### config.mk
export PLATFORM = sky130hd
export DESIGN_NAME = sensor_conditioner
export DESIGN_NICKNAME = d
export VERILOG_FILES = /design/src/rtl/sensor_conditioner.sv
export SDC_FILE = /design/constraint.sdc
export NUM_CORES = 1
export LEC_CHECK = 0
export BUFFER_PORTS_ARGS = -buffer_cell sky130_fd_sc_hd__buf_4
export CORE_AREA = 5 5 128 106
export CTS_CLUSTER_SIZE = 40
export DETAILED_ROUTE_END_ITERATION = 10
export DIE_AREA = 0 0 133 111
export PLACE_DENSITY = 0.65
export SLEW_MARGIN = 20
export SYNTH_ARGS = -nofsm -noshare
export SYNTH_HDL_FRONTEND = slang
export SYNTH_SLANG_ARGS = --single-unit
export TNS_END_PERCENT = 100
### constraint.sdc
create_clock -name clk -period 2.8 [get_ports clk]
set_clock_uncertainty 0.05 [all_clocks]
set_input_delay 0.14 -clock clk [delete_from_list [all_inputs] [get_ports clk]]
set_output_delay 0.14 -clock clk [all_outputs]
set_load 0.01 [all_outputs]
### src/rtl/sensor_conditioner.sv
`default_nettype none
// ============================================================================
// Module   : sensor_conditioner
// Purpose  : Synchronizes, debounces and edge-detects the playfield sensor
//            pins; flags channels that stay active too long.
// Revision : 1.0 - initial release
// ============================================================================
module sensor_conditioner #(
    parameter int                 N_CH         = 6,
    parameter logic [N_CH-1:0]    IDLE_LEVEL   = 6'b111110,
    parameter int                 DEBOUNCE     = 2,
    parameter int                 STUCK_CYCLES = 1100
) (
    input  logic                  clk,
    input  logic                  reset,
    input  logic [N_CH-1:0]       i_raw_in,
    output logic [N_CH-1:0]       o_clean,
    output logic [N_CH-1:0]       o_press,
    output logic [N_CH-1:0]       o_release,
    output logic [N_CH-1:0]       o_stuck,
    output logic                  o_fault_any
);

    localparam int c_DB_W = $clog2(DEBOUNCE + 1);
    localparam int c_ST_W = $clog2(STUCK_CYCLES + 1);
    localparam logic [c_DB_W-1:0] c_DB_LAST = c_DB_W'(DEBOUNCE - 1);
    localparam logic [c_ST_W-1:0] c_ST_MAX  = c_ST_W'(STUCK_CYCLES);

    logic [N_CH-1:0] r_s1;
    logic [N_CH-1:0] r_s2;

    always_ff @(posedge clk) begin
        if (reset) begin
            r_s1 <= IDLE_LEVEL;
            r_s2 <= IDLE_LEVEL;
        end else begin
            r_s1 <= i_raw_in;
            r_s2 <= r_s1;
        end
    end

    generate
        for (genvar i = 0; i < N_CH; i++) begin : g_ch
            logic              r_clean;
            logic              r_press;
            logic              r_release;
            logic [c_DB_W-1:0] r_db_cnt;
            logic [c_ST_W-1:0] r_st_cnt;
            logic              w_clean_nxt;
            logic [c_DB_W-1:0] w_db_nxt;

            // A sample that matches the clean level aborts any pending change.
            always_comb begin
                w_clean_nxt = r_clean;
                w_db_nxt    = '0;
                if (r_s2[i] != r_clean) begin
                    if (r_db_cnt == c_DB_LAST) begin
                        w_clean_nxt = r_s2[i];
                    end else begin
                        w_db_nxt = r_db_cnt + c_DB_W'(1);
                    end
                end
            end

            always_ff @(posedge clk) begin
                if (reset) begin
                    r_clean   <= IDLE_LEVEL[i];
                    r_press   <= 1'b0;
                    r_release <= 1'b0;
                    r_db_cnt  <= '0;
                    r_st_cnt  <= '0;
                end else begin
                    r_clean   <= w_clean_nxt;
                    r_db_cnt  <= w_db_nxt;
                    r_press   <= (w_clean_nxt != r_clean) && (w_clean_nxt != IDLE_LEVEL[i]);
                    r_release <= (w_clean_nxt != r_clean) && (w_clean_nxt == IDLE_LEVEL[i]);
                    // Counts on the registered level, so it clears one cycle after release.
                    if (r_clean == IDLE_LEVEL[i]) begin
                        r_st_cnt <= '0;
                    end else if (r_st_cnt != c_ST_MAX) begin
                        r_st_cnt <= r_st_cnt + c_ST_W'(1);
                    end
                end
            end

            assign o_clean[i]   = r_clean;
            assign o_press[i]   = r_press;
            assign o_release[i] = r_release;
            assign o_stuck[i]   = (r_st_cnt >= c_ST_MAX);
        end
    endgenerate

    assign o_fault_any = |o_stuck;

endmodule
`default_nettype wire
After elaboration in Yosys (flattened, before gate mapping)

Cells that the tools add are included.

Register bits: 108
Word-level logic and storage cells: 124

Add/subtract/negate cells: 12
Order comparisons: 6
Eq/ne operators: 24
Muxes and demuxes: 12
Bitwise logic cells: 13
Reduce and logical (&&, ||, !) cells: 25

Operators by type and width:

| operator                | number |
|---|---|
| $add A11 B1 Y11 const B | 6 |
| $ge A11 B11 Y1 const B  | 6 |
| $ne A11 B11 Y1 const B  | 6 |
| $reduce_or A3 Y1        | 6 |
| $not A1 Y1              | 13 |
| $add A2 B1 Y2 const B   | 6 |
| $eq A2 B1 Y1 const B    | 6 |
| $logic_and A1 B1 Y1     | 12 |
| $mux W1                 | 12 |
| $ne A1 B1 Y1            | 12 |
| $reduce_or A2 Y1        | 6 |
| $reduce_or A6 Y1        | 1 |

Longest topological paths before layout

Gate-level depths: netlist of the first run.

Depth in word-level cells: 5
Gate-level depth with buffers: 7
Depth with buffers taken out: 6

Worst setup path before layout of the first run

Ideal clock, no wire load.

Kind: reg2out
From: reg g_ch[3].r_st_cnt[7]
To: out o_fault_any
Data arrival time: 1918 ps
Required time: 2610 ps
Setup slack: 692 ps
Cell stages (with the launch flop): 5
Path buffers: 0
Path through: dfxtp_1 > or3_4 > o311a_1 > or4_1 > or3_1

Cells in the longest elaborated chain, start to end: 2

Ends and longest elaborated chain:

| item                   | RTL line | RTL |
|---|---|---|
| start, declared        | 48       | `logic [c_ST_W-1:0] r_st_cnt;` |
| start signal, assigned | 81       | `r_st_cnt <= r_st_cnt + c_ST_W'(1);` |
| $ge A11 B11 Y1         | 89       | `assign o_stuck[i] = (r_st_cnt >= c_ST_MAX);` |
| net o_stuck[3]         | 20       | `output logic [N_CH-1:0] o_stuck,` |
| $reduce_or A6 Y1       | 93       | `assign o_fault_any = \|o_stuck;` |
| end, declared          | 21       | `output logic o_fault_any` |

The timed path passes the listed nets, and every way through them passes these cells.

Worst setup path in the final report of the first run

From: reg g_ch[3].r_st_cnt[8]
To: out o_fault_any

Cells in the longest elaborated chain, start to end: 2

Ends and longest elaborated chain:

| item             | RTL line |
|---|---|
| $ge A11 B11 Y1   | 89 |
| $reduce_or A6 Y1 | 93 |

Every way passes these cells.

==> reports/qor.log, run 1 <==
[routing] vias per inst 4.924
[sta] highest attainable clock frequency 375.3 MHz
[placed_design] cell area after placement 0.004962 mm2
[min_path] classification of the worst-slack hold path primary input to flip-flop
[finish] number of inserted filler cells in the final layout 1,163
[finish] footprint of the multi-input gates 0.002272 mm2
[global_routing] global-route wire length before repair 15,180 um
[global_routing] antenna violations before repair 0
[routing] drt wl/cell 12.45 um
[synth] #FFs+latches synth 108
[sta] setup violation total in the final timing report 0
[synth] async set-or-reset flop fraction in the synthesized netlist 0%
[setup_path] required arrival time at the worst endpoint 2.61 ns
[die] core area 0.01203 mm2
[routing] # DRC 0
[sta] minimum clock period after layout 2.664 ns
[placed_design] total of buffers placed on input and output ports 32
[sta] Worst Max-Slew Pin Slew 0.6530 ns
[setup_path] peak fanout along the critical path 5
[routing] DR vias 3,412
[die] site row count 36
[sta] total count of max-transition violations in the final report 0
[synth] cell type with the largest total area after synthesis sky130_fd_sc_hd__dfxtp_1
[pwr] worst vdd ir 0.2906 mV
[synth] number of standard cells after synthesis 515
[global_routing] pin count of the biggest net entering global routing 33
[setup_path] nature of the critical path endpoint output port
[pwr] power per unit of standard cell area 545.3 mW/mm2
[pwr] total power consumption of the routed design 2.893 mW
[sta] final worst hold slack 0.1159 ns
[finish] antenna fix cells 0
[clock_network] buffer depth of the longest clock path 2
[synth] ranking of synthesized cells by instance count sky130_fd_sc_hd__dfxtp_1 (108), sky130_fd_sc_hd__nor2_1 (76), sky130_fd_sc_hd__xor2_1 (31), sky130_fd_sc_hd__inv_1 (26), sky130_fd_sc_hd__nand2_1 (26)
[job] Max-cap violations 0
[sta] final period utilization 95.16%
[routing] 1st-iter DRT viols 121
[die] Die W 133 um
[setup_path] Crit path arrival time 2.47 ns
[sta] setup repair after global routing missed its margin no
[synth] syn nets 541
[clock_network] level count of the clock H-tree 3
[clock_network] total number of clock tree sinks 108
[outcome] outcome completed
[global_routing] total gr overflow 0
[clock_network] number of buffers created by CTS 9
[finish] FF+latch area 0.002162 mm2
[global_routing] overall global routing resource usage 12.29%
[sta] Final Hold Fails 0
[sta] relative slew slack 56.11%
[routing] detailed-router iteration count before antenna repair 4
[die] Die Span Y 111 um
[die] total die area 0.01476 mm2
[pwr] leakage power total 1.957 nW
[synth] area share of the leading cell type in the synthesized netlist 45.96%
[placed_design] RD Place Congestion 0.8411
[clock_network] number of resized instances in the post-cts repair step 0
[global_routing] via count of the first global-routing pass 3,261
[synth] Yosys warnings 0
[clock_network] register clock-pin slew on the reported worst setup and hold paths 0.07 ns
[synth] library cell with the highest instance count after synthesis sky130_fd_sc_hd__dfxtp_1
[synth] top area cells in the synthesized netlist sky130_fd_sc_hd__dfxtp_1 (46%), sky130_fd_sc_hd__nor2_1 (6.1%), sky130_fd_sc_hd__xor2_1 (5.8%)
[clock_network] cell chosen for the clock root sky130_fd_sc_hd__clkbuf_16
[synth] ys flop type sky130_fd_sc_hd__dfxtp_1
[die] count of pins on the block boundary 33
[clock_network] clock tree from TritonCTS built
[synth] synthesized area per cell 9.135 um2
[synth] Distinct cells, synth 40
[finish] number of non-filler instances in the completed layout 693
[routing] drt total wl 8631 um
[finish] Layout Nets 562
[sta] Setup Total Neg Slack 0 ns
[finish] final non-filler cell area 0.005306 mm2
[setup_path] Worst Setup Start Kind flip-flop
[finish] post-synthesis to final-layout area growth 12.79%
[synth] netlist area before placement 0.004705 mm2
[routing] number of routed nets with antenna violations 0
[synth] count of flip-flops with a built-in enable after synthesis 0
[clock_network] clock latency on the worst-skew pair 0.35 ns
[placed_design] half-perimeter wire length after detailed placement 6220 um
[finish] layout cell share with drive strength beyond 1 12.38%
[setup_path] class of the most critical setup path flip-flop to output port
[placed_design] total placed cells including tap cells 671
[synth] sequential cell area fraction in the yosys report 45.96%
[die] starting utilization of the core area 39.12%
stage by stage:
stage | utilization (%) | setup WS [ns]
after global placement | 41.26 | 0.5012
after floorplan | - | 0.6915
after detailed placement | 41.26 | 0.4870
after global routing | 44.12 | 0.03424
after CTS | 44.12 | 0.09637
final | 44.12 | 0.1355
worst paths after layout:
check | start | to | slack, ns | cells after the start
setup / recovery | g_ch[3].r_st_cnt[8]$_SDFFE_PP0N_ | o_fault_any | 0.14 | 5
hold / removal | reset | r_s2[0]$_SDFF_PP0_ | 0.12 | 2
setup reg to reg | g_ch[3].r_st_cnt[8]$_SDFFE_PP0N_ | g_ch[3].r_st_cnt[1]$_SDFFE_PP0N_ | 0.97 | 4
hold reg to reg | r_s1[1]$_SDFF_PP1_ | r_s2[1]$_SDFF_PP1_ | 0.36 | 1
layout by cell type, fill, tap and decap left out, types with 5 or more instances in the layout:
cell	netlist	routed
sky130_fd_sc_hd__and2_1	5	5
sky130_fd_sc_hd__mux2i_1	7	7
sky130_fd_sc_hd__o21ai_0	8	8
sky130_fd_sc_hd__nand4_1	15	15
sky130_fd_sc_hd__and3_1	9	9
sky130_fd_sc_hd__o31ai_1	6	6
sky130_fd_sc_hd__dlygate4sd3_1	0	6
sky130_fd_sc_hd__clkbuf_16	0	9
sky130_fd_sc_hd__a21oi_1	10	10
sky130_fd_sc_hd__or2_2	17	17
sky130_fd_sc_hd__ha_1	18	18
sky130_fd_sc_hd__nand2_1	26	26
sky130_fd_sc_hd__nor3_1	18	18
sky130_fd_sc_hd__inv_1	26	26
sky130_fd_sc_hd__a211oi_1	6	6
sky130_fd_sc_hd__nor2_1	76	76
sky130_fd_sc_hd__nand3_1	16	16
sky130_fd_sc_hd__xor2_1	31	31
sky130_fd_sc_hd__xnor2_1	25	25
sky130_fd_sc_hd__and4_1	10	10
sky130_fd_sc_hd__dfxtp_1	108	108
sky130_fd_sc_hd__buf_4	18	32
sky130_fd_sc_hd__or3_1	15	15
logic make-up after synthesis:
group | after synthesis | share of synthesized area [%]
AND/OR/NAND/NOR | 228 | 25.43
XOR/XNOR | 56 | 10.43
adder cells (fa/ha/maj) | 18 | 4.787
flip-flops | 108 | 45.96
multiplexers | 7 | 1.489
buffers and inverters | 54 | 5.745
AO/OA/AOI/OAI | 44 | 6.170
final cells by class:
| class | instances | area share (%) |
|---|---|---|
| clock buffer | 9 | 4.244 |
| sequential | 108 | 40.75 |
| timing repair buffer | 38 | 5.659 |
| inverter | 26 | 1.839 |
| multi-input combinational | 353 | 42.82 |
| clock inverter | 7 | 1.108 |
| tap | 152 | 3.584 |
timing repair:
item / CTS / global route
hold buffers: 6 / 0
buffers inserted: 0 / 0
hold endpoints to repair: 6 / 0
power breakdown:
part	internal, mW	total (mW)	leakage (nW)	switching, mW
Sequential	1.56	1.58	0.874	0.0175
Combinational	0.0526	0.104	0.944	0.0510
Clock	0.618	1.21	0.138	0.593
Total	2.23	2.89	1.96	0.662
state kept, by name (all words and copies together), names as in the netlist:
name,cells
g_ch.r_db_cnt,12
r_s1,6
g_ch.r_press,6
g_ch.r_st_cnt,66
g_ch.r_clean,6
r_s2,6
g_ch.r_release,6
critical path, stage by stage (launching register included):
cell                      delay (ns)
sky130_fd_sc_hd__dfxtp_1        0.36
sky130_fd_sc_hd__or3_4          0.39
sky130_fd_sc_hd__o311a_1        0.39
sky130_fd_sc_hd__or4_1          0.52
sky130_fd_sc_hd__or3_1          0.32
sky130_fd_sc_hd__buf_4          0.15
per-layer routing:
layer	up-vias	part of all wire, %	wire length [um]	global-route usage, %
li1	1789	-	-	-
met1	1584	47	4078	15.27
met2	27	49	4192	20.84
met3	12	3.0	261	3.494
met4	0	1.1	99	3.324
met5	-	0	0	0
Note: power is estimated with default switching activity, not from simulation.
==> run 2, diff against run 1 <==
--- a/config.mk
+++ b/config.mk
@@ -6,10 +6,10 @@
 export NUM_CORES = 1
 export LEC_CHECK = 0
 export BUFFER_PORTS_ARGS = -buffer_cell sky130_fd_sc_hd__buf_4
-export CORE_AREA = 5 5 128 106
+export CORE_AREA = 4 4 127 105
 export CTS_CLUSTER_SIZE = 40
 export DETAILED_ROUTE_END_ITERATION = 10
-export DIE_AREA = 0 0 133 111
+export DIE_AREA = 0 0 131 109
 export PLACE_DENSITY = 0.65
 export SLEW_MARGIN = 20
 export SYNTH_ARGS = -nofsm -noshare
==> run 2 against run 1 <==
  * Flip-flop and latch count did not move
  * Wire length increased by 0.16%
  * Clock-buffer cell count did not move
==> reports/qor.log, run 2 (synthesis gave the netlist of run 1 again) <==
[setup_path] Crit path arrival time 2.46 ns [was 2.47 ns]
[sta] Setup Total Neg Slack 0 ns [unchanged]
[finish] Layout Nets 562 [unchanged]
[die] site row count 36 [unchanged]
[finish] footprint of the multi-input gates 0.002272 mm2 [unchanged]
[global_routing] met3 layer usage reported by global route 4.995% [was 3.494%]
[sta] final period utilization 94.74% [was 95.16%]
[setup_path] critical path capture point o_fault_any [unchanged]
[sta] Worst Max-Slew Pin Slew 0.6385 ns [was 0.6530 ns]
[pwr] Sw Pwr 0.6203 mW [was 0.6618 mW]
[finish] max FFs per register 66 [unchanged]
[routing] drt total wl 8645 um [was 8631 um]
[clock_network] number of resized instances in the post-cts repair step 0 [unchanged]
[pwr] leakage power total 1.975 nW [was 1.957 nW]
[placed_design] total of buffers placed on input and output ports 32 [unchanged]
[die] count of pins on the block boundary 33 [unchanged]
[sta] highest attainable clock frequency 377.0 MHz [was 375.3 MHz]
[finish] number of non-filler instances in the completed layout 692 [was 693]
[sta] total count of max-transition violations in the final report 0 [unchanged]
[global_routing] global-route wire length before repair 15,120 um [was 15,180 um]
[global_routing] total gr overflow 0 [unchanged]
[setup_path] peak fanout along the critical path 4 [was 5]
[die] Die W 131 um [was 133 um]
[clock_network] clock latency on the worst-skew pair 0.35 ns [about the same]
[setup_path] Reg-to-Reg End g_ch[3].r_st_cnt[1]$_SDFFE_PP0N_ [unchanged]
[clock_network] setup repair bufs after CTS 0 [unchanged]
[setup_path] worst setup slack for register-to-register paths 0.98 ns [was 0.97 ns]
[routing] DR vias 3,479 [was 3,412]
[setup_path] largest stage delay on the critical path 0.52 ns [about the same]
[placed_design] half-perimeter wire length after detailed placement 6187 um [was 6220 um]
[routing] detailed-router iteration count before antenna repair 4 [unchanged]
[finish] final core occ 44.36% [was 44.12%]
[finish] Biggest register g_ch.r_st_cnt [unchanged]
[routing] number of routed nets with antenna violations 0 [unchanged]
[setup_path] cell-by-cell listing of the critical path or3_4 -> o311a_1 -> or4_1 -> or3_1 -> buf_4 [unchanged]
[setup_path] cell with the largest stage delay on the worst path sky130_fd_sc_hd__or4_1 [unchanged]
[global_routing] pin count of the biggest net entering global routing 33 [unchanged]
[pwr] worst vdd ir 0.3579 mV [was 0.2906 mV]
[clock_network] buffer depth of the longest clock path 2 [unchanged]
[finish] FF+latch area 0.002162 mm2 [unchanged]
[finish] post-synthesis to final-layout area growth 13.40% [was 12.79%]
[clock_network] total number of clock tree sinks 108 [unchanged]
[pwr] combinational group share of total power 3.4% [was 3.6%]
[pwr] power per unit of standard cell area 565.4 mW/mm2 [was 545.3 mW/mm2]
[global_routing] via count of the first global-routing pass 3,312 [was 3,261]
[setup_path] number of cells traversed by the worst register-to-register path 4 [unchanged]
[routing] vias per inst 5.027 [was 4.924]
[die] starting utilization of the core area 39.12% [unchanged]
[min_path] depth of the worst hold-timing path 2 [unchanged]
[setup_path] launch point of the worst reg-to-reg path g_ch[3].r_st_cnt[7]$_SDFFE_PP0N_ [was g_ch[3].r_st_cnt[8]$_SDFFE_PP0N_]
[global_routing] antenna violations before repair 0 [unchanged]
[sta] relative slew slack 57.08% [was 56.11%]
[finish] layout cell share with drive strength beyond 1 12.22% [was 12.38%]
[setup_path] required arrival time at the worst endpoint 2.61 ns [about the same]
[clock_network] register clock-pin slew on the reported worst setup and hold paths 0.07 ns [about the same]
[clock_network] clock tree from TritonCTS built [unchanged]
[finish] leading cell types in the layout, fill and taps excluded sky130_fd_sc_hd__dfxtp_1 (108), sky130_fd_sc_hd__nor2_1 (76), sky130_fd_sc_hd__buf_4 (32) [unchanged]
[clock_network] number of buffers created by CTS 9 [unchanged]
[pwr] fraction of power spent switching nets 20.56% [was 22.87%]
[global_routing] most used routing layer met2 [unchanged]
[routing] drt wl/cell 12.49 um [was 12.45 um]
[die] Die Span Y 109 um [was 111 um]
[clock_network] number of buffers inserted for hold repair after clock tree synthesis 6 [unchanged]
[clock_network] level count of the clock H-tree 3 [unchanged]
[sta] Final Hold Fails 0 [unchanged]
[pwr] sequential share of power 52.4% [was 54.6%]
[job] Max-cap violations 0 [unchanged]
[die] core area 0.01203 mm2 [unchanged]
[setup_path] source of the critical timing path g_ch[3].r_st_cnt[7]$_SDFFE_PP0N_ [was g_ch[3].r_st_cnt[8]$_SDFFE_PP0N_]
[setup_path] class of the most critical setup path flip-flop to output port [unchanged]
[routing] # DRC 0 [unchanged]
[setup_path] nature of the critical path endpoint output port [unchanged]
[clock_network] cell chosen for the clock root sky130_fd_sc_hd__clkbuf_16 [unchanged]
[sta] setup violation total in the final timing report 0 [unchanged]
[routing] 1st-iter DRT viols 172 [was 121]
[sta] setup repair after global routing missed its margin no [unchanged]
[placed_design] RD Place Congestion 0.8313 [was 0.8411]
[finish] antenna fix cells 0 [unchanged]
[global_routing] overall global routing resource usage 13.07% [was 12.29%]
[finish] most common library cell in the layout ignoring fill and taps sky130_fd_sc_hd__dfxtp_1 [unchanged]
[pwr] internal power of the cells 2.396 mW [was 2.232 mW]
[pwr] power share of the clock group 44.3% [was 41.9%]
[placed_design] total placed cells including tap cells 671 [unchanged]
[outcome] outcome completed [unchanged]
[finish] number of inserted filler cells in the final layout 1,137 [was 1,163]
[min_path] classification of the worst-slack hold path primary input to flip-flop [unchanged]
[die] total die area 0.01428 mm2 [was 0.01476 mm2]
[global_routing] met1 Use GR 16.04% [was 15.27%]
[setup_path] Worst Setup Start Kind flip-flop [unchanged]
[finish] largest registers g_ch.r_st_cnt: 66 flops, g_ch.r_db_cnt: 12 flops [unchanged]
[global_routing] GR met2 Demand/Resource 21.12% [was 20.84%]
[sta] minimum clock period after layout 2.653 ns [was 2.664 ns]
## run 2: power groups by stage
stage,clock network (mW),logic (mW),registers [mW]
floorplan,0,0.0765,1.61
global placement,0,0.0948,1.61
detailed placement,0,0.0973,1.62
CTS,1.39,0.105,1.58
global route,1.45,0.116,1.58
finish,1.33,0.102,1.58
## run 2: worst min-delay path by stage
stage,start,endpoint
global placement,i_raw_in[1],r_s1[1]$_SDFF_PP1_
CTS,reset,g_ch[0].r_clean$_SDFF_PP0_
finish,reset,g_ch[0].r_clean$_SDFF_PP0_
floorplan,i_raw_in[1],r_s1[1]$_SDFF_PP1_
global route,reset,r_s1[0]$_SDFF_PP0_
detailed placement,i_raw_in[2],r_s1[2]$_SDFF_PP1_
## run 2: per-stage QoR
step | worst slack (ns) | hold slack [ns] | power [mW] | area, um2
detailed placement | 0.4868 | 0.2782 | 1.712 | 4962
CTS | 0.1009 | 0.1060 | 3.070 | 5335
finish | 0.1474 | 0.1133 | 3.016 | 5335
floorplan | 0.6915 | 0.1938 | 1.687 | 4705
global placement | 0.5010 | 0.2758 | 1.709 | 4962
global route | 0.01220 | 0.1162 | 3.145 | 5335
## run 2: metal layers
layer,up-vias,part of all wire (%),wire (um)
met4,0,2.3,195
met1,1631,47,4063
met5,-,0,0
met2,47,47,4034
li1,1787,-,-
met3,14,4.1,351
## run 2: final cells by class
| cell class | instances | area share [%] |
|---|---|---|
| Sequential cell | 108 | 40.53 |
| Multi-Input combinational cell | 353 | 42.59 |
| Timing Repair Buffer | 38 | 5.629 |
| Inverter | 26 | 1.829 |
| Tap cell | 152 | 3.565 |
| Clock inverter | 6 | 1.642 |
| Clock buffer | 9 | 4.221 |
## run 2: worst max-delay path: cells and delay by family, from the launching register on
family	cells	cell delay (ns)
DFF	1	0.35
AOI/OAI and AO/OA	1	0.38
and+or+nand+nor	3	1.25
buffers and inverters	1	0.15
